$ cat config.mk
export PLATFORM = sky130hd
export DESIGN_NAME = mux_nway_pipe
export DESIGN_NICKNAME = d
export VERILOG_FILES = /design/src/rtl/mux_pkg.sv /design/src/rtl/mux_skid_buf.sv /design/src/rtl/mux_nway_pipe.sv
export SDC_FILE = /design/constraint.sdc
export NUM_CORES = 1
export LEC_CHECK = 0
export ABC_AREA = 0
export BUFFER_PORTS_ARGS = -buffer_cell sky130_fd_sc_hd__buf_2
export CORE_AREA = 2 2 67 69
export DETAILED_ROUTE_END_ITERATION = 10
export DIE_AREA = 0 0 69 71
export PLACE_DENSITY = 0.7
export SLEW_MARGIN = 5
export SYNTH_ARGS = -nofsm -noshare
export SYNTH_HDL_FRONTEND = slang
export SYNTH_SLANG_ARGS = --single-unit
$ cat constraint.sdc
create_clock -name clk -period 2.2 [get_ports clk]
set_input_delay 0.44 -clock clk [delete_from_list [all_inputs] [get_ports clk]]
set_output_delay 0.44 -clock clk [all_outputs]
set_load 0.02 [all_outputs]
$ cat src/rtl/mux_pkg.sv
// rtl/mux_pkg.sv - shared defaults, beat type and select range helper for mux_nway_pipe
package mux_pkg;
    localparam int MUX_WIDTH = 16;
    localparam int MUX_SEL_W = 3;

    typedef struct packed {
        logic [MUX_WIDTH-1:0] data;
        logic                 sel_err;
    } mux_beat_t;

    function automatic logic in_range(input int unsigned sel, input int unsigned n);
        return sel < n;
    endfunction
endpackage

$ cat src/rtl/mux_skid_buf.sv
// rtl/mux_skid_buf.sv - output register plus one skid register; o_s_tready is a flop output
module mux_skid_buf import mux_pkg::*; #(
    parameter type T = mux_beat_t
) (
    input  logic i_clk,
    input  logic i_rst_n,
    input  logic i_s_tvalid,
    output logic o_s_tready,
    input  T     i_s_tdata,
    output logic o_m_tvalid,
    input  logic i_m_tready,
    output T     o_m_tdata
);
    logic r_main_valid;
    logic r_skid_valid;
    T     r_main;
    T     r_skid;
    logic w_accept;
    logic w_main_free;

    assign w_accept    = i_s_tvalid & ~r_skid_valid;
    assign w_main_free = ~r_main_valid | i_m_tready;

    // Skid only fills while the output stalls; it always drains before new input is taken.
    always_ff @(posedge i_clk or negedge i_rst_n) begin
        if (!i_rst_n) begin
            r_main_valid <= 1'b0;
            r_skid_valid <= 1'b0;
            r_main       <= '0;
            r_skid       <= '0;
        end else if (w_main_free) begin
            if (r_skid_valid) begin
                r_main       <= r_skid;
                r_main_valid <= 1'b1;
                r_skid_valid <= 1'b0;
            end else if (w_accept) begin
                r_main       <= i_s_tdata;
                r_main_valid <= 1'b1;
            end else begin
                r_main_valid <= 1'b0;
            end
        end else if (w_accept) begin
            r_skid       <= i_s_tdata;
            r_skid_valid <= 1'b1;
        end
    end

    assign o_s_tready = ~r_skid_valid;
    assign o_m_tvalid = r_main_valid;
    assign o_m_tdata  = r_main;
endmodule

$ cat src/rtl/mux_nway_pipe.sv
// rtl/mux_nway_pipe.sv - N-way registered operand select with valid/ready and error count
// Optional 2-entry skid output stage enabled by defining MUX_NWAY_SKID_EN.
module mux_nway_pipe import mux_pkg::*; #(
    parameter int WIDTH      = MUX_WIDTH,
    parameter int NUM_INPUTS = 3,
    parameter int SEL_W      = MUX_SEL_W,
    parameter int CNT_W      = 8
) (
    input  logic                        clk,
    input  logic                        rst_n,
    input  logic                        in_valid,
    output logic                        in_ready,
    input  logic [SEL_W-1:0]            select,
    input  logic [NUM_INPUTS*WIDTH-1:0] data_in,
    output logic                        out_valid,
    input  logic                        out_ready,
    output logic [WIDTH-1:0]            out_data,
    output logic                        out_sel_err,
    input  logic                        err_clr,
    output logic [CNT_W-1:0]            err_count
);
    typedef struct packed {
        logic [WIDTH-1:0] data;
        logic             sel_err;
    } beat_t;

    if (NUM_INPUTS < 2 || NUM_INPUTS > 16) begin : g_chk_num_inputs
        $error("mux_nway_pipe: NUM_INPUTS must be in 2..16");
    end
    if ((1 << SEL_W) < NUM_INPUTS) begin : g_chk_sel_w
        $error("mux_nway_pipe: SEL_W too narrow for NUM_INPUTS");
    end

    beat_t            w_beat;
    beat_t            w_out;
    logic             w_accept;
    logic [CNT_W-1:0] r_err_count;

    // Out-of-range selects leave data at zero.
    always_comb begin
        w_beat         = '0;
        w_beat.sel_err = ~in_range(32'(select), NUM_INPUTS);
        for (int k = 0; k < NUM_INPUTS; k++) begin
            if (32'(select) == k) w_beat.data = data_in[k*WIDTH +: WIDTH];
        end
    end

    assign w_accept = in_valid & in_ready;

    always_ff @(posedge clk or negedge rst_n) begin
        if (!rst_n) begin
            r_err_count <= '0;
        end else if (err_clr) begin
            r_err_count <= '0;
        end else if (w_accept && w_beat.sel_err && r_err_count != '1) begin
            r_err_count <= r_err_count + CNT_W'(1);
        end
    end

`ifdef MUX_NWAY_SKID_EN
    mux_skid_buf #(.T(beat_t)) u_skid (
        .i_clk      (clk),
        .i_rst_n    (rst_n),
        .i_s_tvalid (in_valid),
        .o_s_tready (in_ready),
        .i_s_tdata  (w_beat),
        .o_m_tvalid (out_valid),
        .i_m_tready (out_ready),
        .o_m_tdata  (w_out)
    );
`else
    logic  r_out_valid;
    beat_t r_out;

    assign in_ready = ~r_out_valid | out_ready;

    always_ff @(posedge clk or negedge rst_n) begin
        if (!rst_n) begin
            r_out_valid <= 1'b0;
            r_out       <= '0;
        end else if (w_accept) begin
            r_out_valid <= 1'b1;
            r_out       <= w_beat;
        end else if (out_ready) begin
            r_out_valid <= 1'b0;
        end
    end

    assign out_valid = r_out_valid;
    assign w_out     = r_out;
`endif

    assign out_data    = w_out.data;
    assign out_sel_err = w_out.sel_err;
    assign err_count   = r_err_count;
endmodule
==> results of run 1 <==
-- state kept, by name, indices dropped and copies added (netlist names) --
signal       flops
err_count        8
out_data        16
out_sel_err      1
out_valid        1
-- Yosys cell counts, drive strengths merged --
cell type	number
a21o	1
a21oi	6
a22o	16
and4	2
buf	6
clkbuf	4
dfrtp	26
ha	1
inv	1
mux2	2
mux2i	16
nand2	21
nand2b	2
nand3	4
nor2	3
nor2b	3
nor4	1
nor4b	1
o21ai	18
o31ai	3
o41ai	1
or3	2
or3b	1
or4	3
-- worst max-delay path: cells and delay by family (launching register included) --
family             cells  cell delay [ps]
and+or+nand+nor        3             1050
DFF                    1              380
AOI/OAI and AO/OA      1              250
-- cell usage in the layout (no fill, tap or decap), types with 2 or more instances in the layout --
| master | netlist | routed |
|---|---|---|
| or3_1 | 2 | 2 |
| o21ai_0 | 17 | 17 |
| o31ai_1 | 3 | 3 |
| mux2i_1 | 16 | 16 |
| or4_1 | 3 | 3 |
| nor2b_1 | 3 | 3 |
| buf_4 | 0 | 3 |
| mux2_2 | 2 | 2 |
| nor2_1 | 3 | 3 |
| clkbuf_8 | 0 | 4 |
| nand2_1 | 21 | 21 |
| nand3_1 | 3 | 3 |
| a21oi_1 | 6 | 6 |
| buf_2 | 4 | 82 |
| a22o_1 | 16 | 16 |
| nand2b_1 | 2 | 2 |
| dfrtp_1 | 26 | 26 |
-- layer usage --
layer  global-route usage, %  part of all wire, %
met1                   21.15                   43
met2                   26.28                   49
met3                   2.849                  7.6
met4                   3.922                 0.62
met5                       0                    0
-- metrics by stage --
step,setup WS (ps),total power (W)
3_3_place_gp,236.3,0.0008003
5_1_grt,250.6,0.001166
3_5_place_dp,210.6,0.0008043
2_1_floorplan,413.7,0.0006854
6_report,458.9,0.001097
4_1_cts,383.7,0.001111
-- cells by family after synthesis --
kind of cell,count (synthesis),synth area share [%]
DFF,26,45.41
buffers and inverters,11,4.366
muxes,18,12.75
adders and majority gates,1,0.8732
and+or+nand+nor,43,15.72
AOI/OAI and AO/OA,45,20.87
-- how the worst max path moves through the flow --
| stage | to | slack (ps) | from |
|---|---|---|---|
| floorplan | err_count[7] | 410 | err_count[0] |
| global placement | out_data[3] | 240 | select[1] |
| detailed placement | out_data[1] | 210 | out_ready |
| CTS | out_data[1] | 380 | out_valid |
| global route | out_data[15] | 250 | out_valid |
| finish | out_data[1] | 460 | out_valid |
-- power groups by stage --
stage                     Combinational (W)  Clock, W  Sequential [W]
after floorplan                    0.000100         0        0.000585
after global placement             0.000257         0        0.000543
after detailed placement           0.000262         0        0.000542
after CTS                          0.000262  0.000316        0.000534
after global routing               0.000286  0.000341        0.000538
final                              0.000257  0.000307        0.000533
-- area by class of cell --
cell class              instances  area (sq um)
repair buffers                 85         432.9
fillers                       423          2277
multi-input cells             107         719.4
flip-flops and latches         26         650.6
well taps                      52         65.06
inverters                       1         3.754
clock buffers                   4         55.05
==> out/metrics.cfg, run 1 <==
[finish]
final_core_util_pct = 45.83
syn_to_final_growth_pct = 34.50
fin_area_sq_um = 1927
antennaDiodeCount = 0
drive_above_1_share_pct = 42.15
fin_nets = 281
fin_cells = 275

[critical_path]
crit_fanout = 16
critical_path_class = flop to flop
crit_slowest_cell = nor2_1
worstPathCellList = nand2b_1, nand2_1, nor2_1, a22o_1
r2r_setup_slack_ps = 460
endpoint_kind = flop
crit_path_start_kind = flop
required_ps = 2400
critical_path_arrival_ps = 1940
timing.rr.start = out_valid
r2r_cells = 4
slowest_delay_ps = 810
reg2reg_to = out_data[1]

[pwr]
p_int_w = 0.0007850
p_comb_share_pct = 23.5
switchingPower_w = 0.0003119
p_seq_share_pct = 48.6
power_leakage_nw = 1.020
power.density_nw_per_um2 = 569.3
power_frac_clock_pct = 28.0
swShare_pct = 28.43
irDropWorstVdd_mv = 0.2299

[logic_synthesis]
ys_types = 29
ys_ff_latch = 26
synth_area_leader_cell = dfrtp_1
ys_warn_count = 0
synth_top_area_share_pct = 45.41
synth_nets = 201
avgSynthCellArea_sq_um = 9.949
syn_area_sq_um = 1433
netlist_top_cells_area = dfrtp_1 45%, mux2i_1 11%, a22o_1 9.8%
ys_seq_area_share_pct = 45.41
netlist_instances = 144

[global_route]
grt_max_degree = 27
antenna_found_initial = 0
grt_overflow = 0
track_usage_pct = 15.69
grt_pass1_vias = 1329
grt_first_pass_wirelength_mm = 6.237

[clocking]
hold_buffers = 0
tritoncts = yes
clock-sinks = 26
clk_latency_ps = 260
htree_num_levels = 1
cts_resized = 0
clockBufferDepth = 2
cts-buffers-inserted = 3
cts.clk_slew.worst_paths_ps = 90
root_buffer = clkbuf_8
post_cts_buffers = 0

[placement]
dp_hpwl_mm = 2.760
place_inst = 271
portBuffers = 82
gp_congestion = 0.7490
placed_area_sq_um = 1872

[floorplanning]
io_pins = 83
core_sq_um = 4204
die_y_um = 71
die-area_sq_um = 4899
row_count = 24
die_w_um = 69
start_util_pct = 34.08

[route]
wire_per_inst_um = 13.55
dr_total_vias = 1370
viasPerCell = 4.982
drtIter0Drc = 81
drcViolationCount = 0
finalWirelength_mm = 3.726
drt_pass1_iterations = 4
antenna_left = 0

[timing]
hold_slack_ps = 157.7
maxSlewHeadroom_pct = 26.88
min_period_ps = 1741
final.period_utilization_pct = 79.14
rsz0062_at_grt = false
hold_viol_final = 0
drv_slew = 0
tightest_slew_ps = 1095
clock.fmax_mhz = 574.3
clock_skew_ps = 1.420
setup_tns_ps = 0
finalSetupViolCount = 0

[flow_run]
cap_violations = 0

[hold_path]
worstHoldPathType = primary input to async pin

[status]
status = finished, final reports clean

Power figures use the tool's default switching activity.
==> run 2: changes to the inputs <==
Settings changed: ABC_AREA 0 to 1, CORE_AREA 2 2 67 69 to 2 2 71 73, DIE_AREA 0 0 69 71 to 0 0 73 75, PLACE_DENSITY 0.7 to 0.71.
Clock period 2.2 ns to 1.5 ns, I/O delays scaled along.
==> run 2 against run 1 <==
Sequential share of layout area is 3.2 points lower. Register-to-register slack worse by 330 ps. Via count is 24% higher. Clock skew is 4.0 ps higher. Sequential power is 55% higher. Synthesized area is 12% higher. First-iteration DRC count is 2.5% lower. Critical path depth is 4 higher. Fmax is 27% higher. Wire length is 18% higher.
==> out/metrics.cfg, run 2 <==
[status]
status = finished, final reports clean

[route]
antenna_left = 0
drt_pass1_iterations = 4
wl_met2_mm = 2.020
drtIter0Drc = 79
drcViolationCount = 0
finalWirelength_mm = 4.411
wire_per_inst_um = 13.29
wl_met3_um = 412
dr_total_vias = 1705
top_layer = met4
met1_length_mm = 1.952
viasPerCell = 5.136

[finish]
antennaDiodeCount = 0
final_cell_mix = 82 x buf_2, 62 x nand3_1, 26 x dfrtp_1
fillers = 467
syn_to_final_growth_pct = 32.55
final_common_cell = buf_2
largest_reg_flops = 16
fin_nets = 336
drive_above_1_share_pct = 38.85

[floorplanning]
die-area_sq_um = 5475
die_y_um = 75
row_count = 25
die_w_um = 73
core_sq_um = 4661
io_pins = 83
start_util_pct = 34.47

[logic_synthesis]
ys.flop_type = dfrtp_1
synth_commonest_cells = 62 x nand3_1, 26 x dfrtp_1, 21 x nand2_1
ys_warn_count = 0
ys_types = 24
netlist_top_cells_area = dfrtp_1 40%, nand3_1 19%, o21a_1 7.5%
synthArstFlopShare_pct = 100.0
ys_ff_latch = 26
synth_area_leader_cell = dfrtp_1
synth_edf_count = 0
synth_top_area_share_pct = 40.50
avgSynthCellArea_sq_um = 8.073
syn_area_sq_um = 1607
synth_nets = 256
synth.most_common_cell = nand3_1
netlist_instances = 199
ys_seq_area_share_pct = 40.50

[clocking]
root_buffer = clkbuf_8
clock-sinks = 26
htree_num_levels = 1
clockBufferDepth = 2
cts-buffers-inserted = 3
clk_latency_ps = 260
cts.clk_slew.worst_paths_ps = 90
tritoncts = yes

[pwr]
power.density_nw_per_um2 = 904.7
irDropWorstVdd_mv = 0.3355
power_w = 0.001927
power_leakage_nw = 1.025

[global_route]
grt_pass1_vias = 1547
grt_overflow = 0
track_usage_pct = 16.35
grt_first_pass_wirelength_mm = 7.058
antenna_found_initial = 0
grt_max_degree = 34

[timing]
finalSetupViolCount = 0
tightest_slew_ps = 560.1
final.period_utilization_pct = 91.09
hold_viol_final = 0
drv_slew = 0
maxSlewHeadroom_pct = 62.66
hold_slack_ps = 17.19
rsz0062_at_grt = false
clock.fmax_mhz = 731.9
min_period_ps = 1366
setup_tns_ps = 0
clock_skew_ps = 5.424

[hold_path]
worstHoldPathType = primary input to async pin

[flow_run]
cap_violations = 0

[critical_path]
crit_path_start_kind = flop
critical_path_arrival_ps = 1530
endpoint_kind = flop
crit_fanout = 9
required_ps = 1660
critical_path_class = flop to flop

[placement]
dp_hpwl_mm = 3.244
portBuffers = 82
gp_congestion = 0.8527

-- run 2: stage by stage --
step	cell area (sq um)	setup slack (ps)	util, %	instances
2_1_floorplan	1607	119.5	-	199
3_3_place_gp	2048	190.7	43.95	327
3_5_place_dp	2048	151.7	43.95	327
4_1_cts	2120	135.0	45.48	331
5_1_grt	2130	0.3008	45.69	332
6_report	2130	133.6	45.69	332
-- run 2: power by group --
group	leakage, nW	internal (W)	switching, W
registers	0.323	0.000781	0.0000453
clock network	0.0357	0.000356	0.000213
logic	0.666	0.000213	0.000318
total	1.02	0.00135	0.000577
-- run 2: cell type report --
| type | instances | area, sq um | share of cell area [%] |
|---|---|---|---|
| clock buffer | 3 | 41.29 | 1.939 |
| multi-input combinational | 149 | 818.3 | 38.43 |
| clock inverter | 1 | 30.03 | 1.410 |
| inverter | 11 | 41.29 | 1.939 |
| timing repair buffer | 88 | 480.5 | 22.56 |
| tap | 54 | 67.56 | 3.173 |
| sequential | 26 | 650.6 | 30.55 |
-- run 2: what timing repair did --
item,4_1_cts,5_1_grt
gates resized for setup,0,1
hold buffers,0,0
setup endpoints to repair,0,4
buffers inserted,0,1
-- run 2: worst paths after layout --
kind / start / endpoint / slack, ps / depth (start not counted)
worst max-delay path: err_count[0] / err_count[6] / 130 / 8
worst min-delay path: rst_n / out_data[7] / 20 / 1
worst max register to register: err_count[0] / err_count[6] / 130 / 8
worst min register to register: out_sel_err / out_sel_err / 490 / 2
max in group asynchronous: rst_n / out_data[1] / 1110 / 1
min in group clk: in_valid / out_valid / 290 / 3
-- run 2: metal layers --
metal  vias up  track usage, %
li1        853               -
met1       764           21.26
met2        84           28.23
met3         4           3.614
met4         0           3.086
met5         -               0
-- run 2: kinds of logic after synthesis --
group / after synthesis / synth area share, %
AOI/OAI and AO/OA: 21 / 9.424
xor gates and xnor gates: 1 / 0.5453
adders and majority gates: 1 / 0.7787
buffers and inverters: 24 / 8.722
DFF: 26 / 40.50
and+or+nand+nor: 126 / 40.03
-- run 2: worst max-delay path, stage by stage, from the launching register on --
cell     delay, ps
dfrtp_1        430
ha_2           230
nand2_2         80
nor2_2         110
nand2_2         70
nand2_4        130
nand2_4         80
nand3_1         80
nand2_1         50
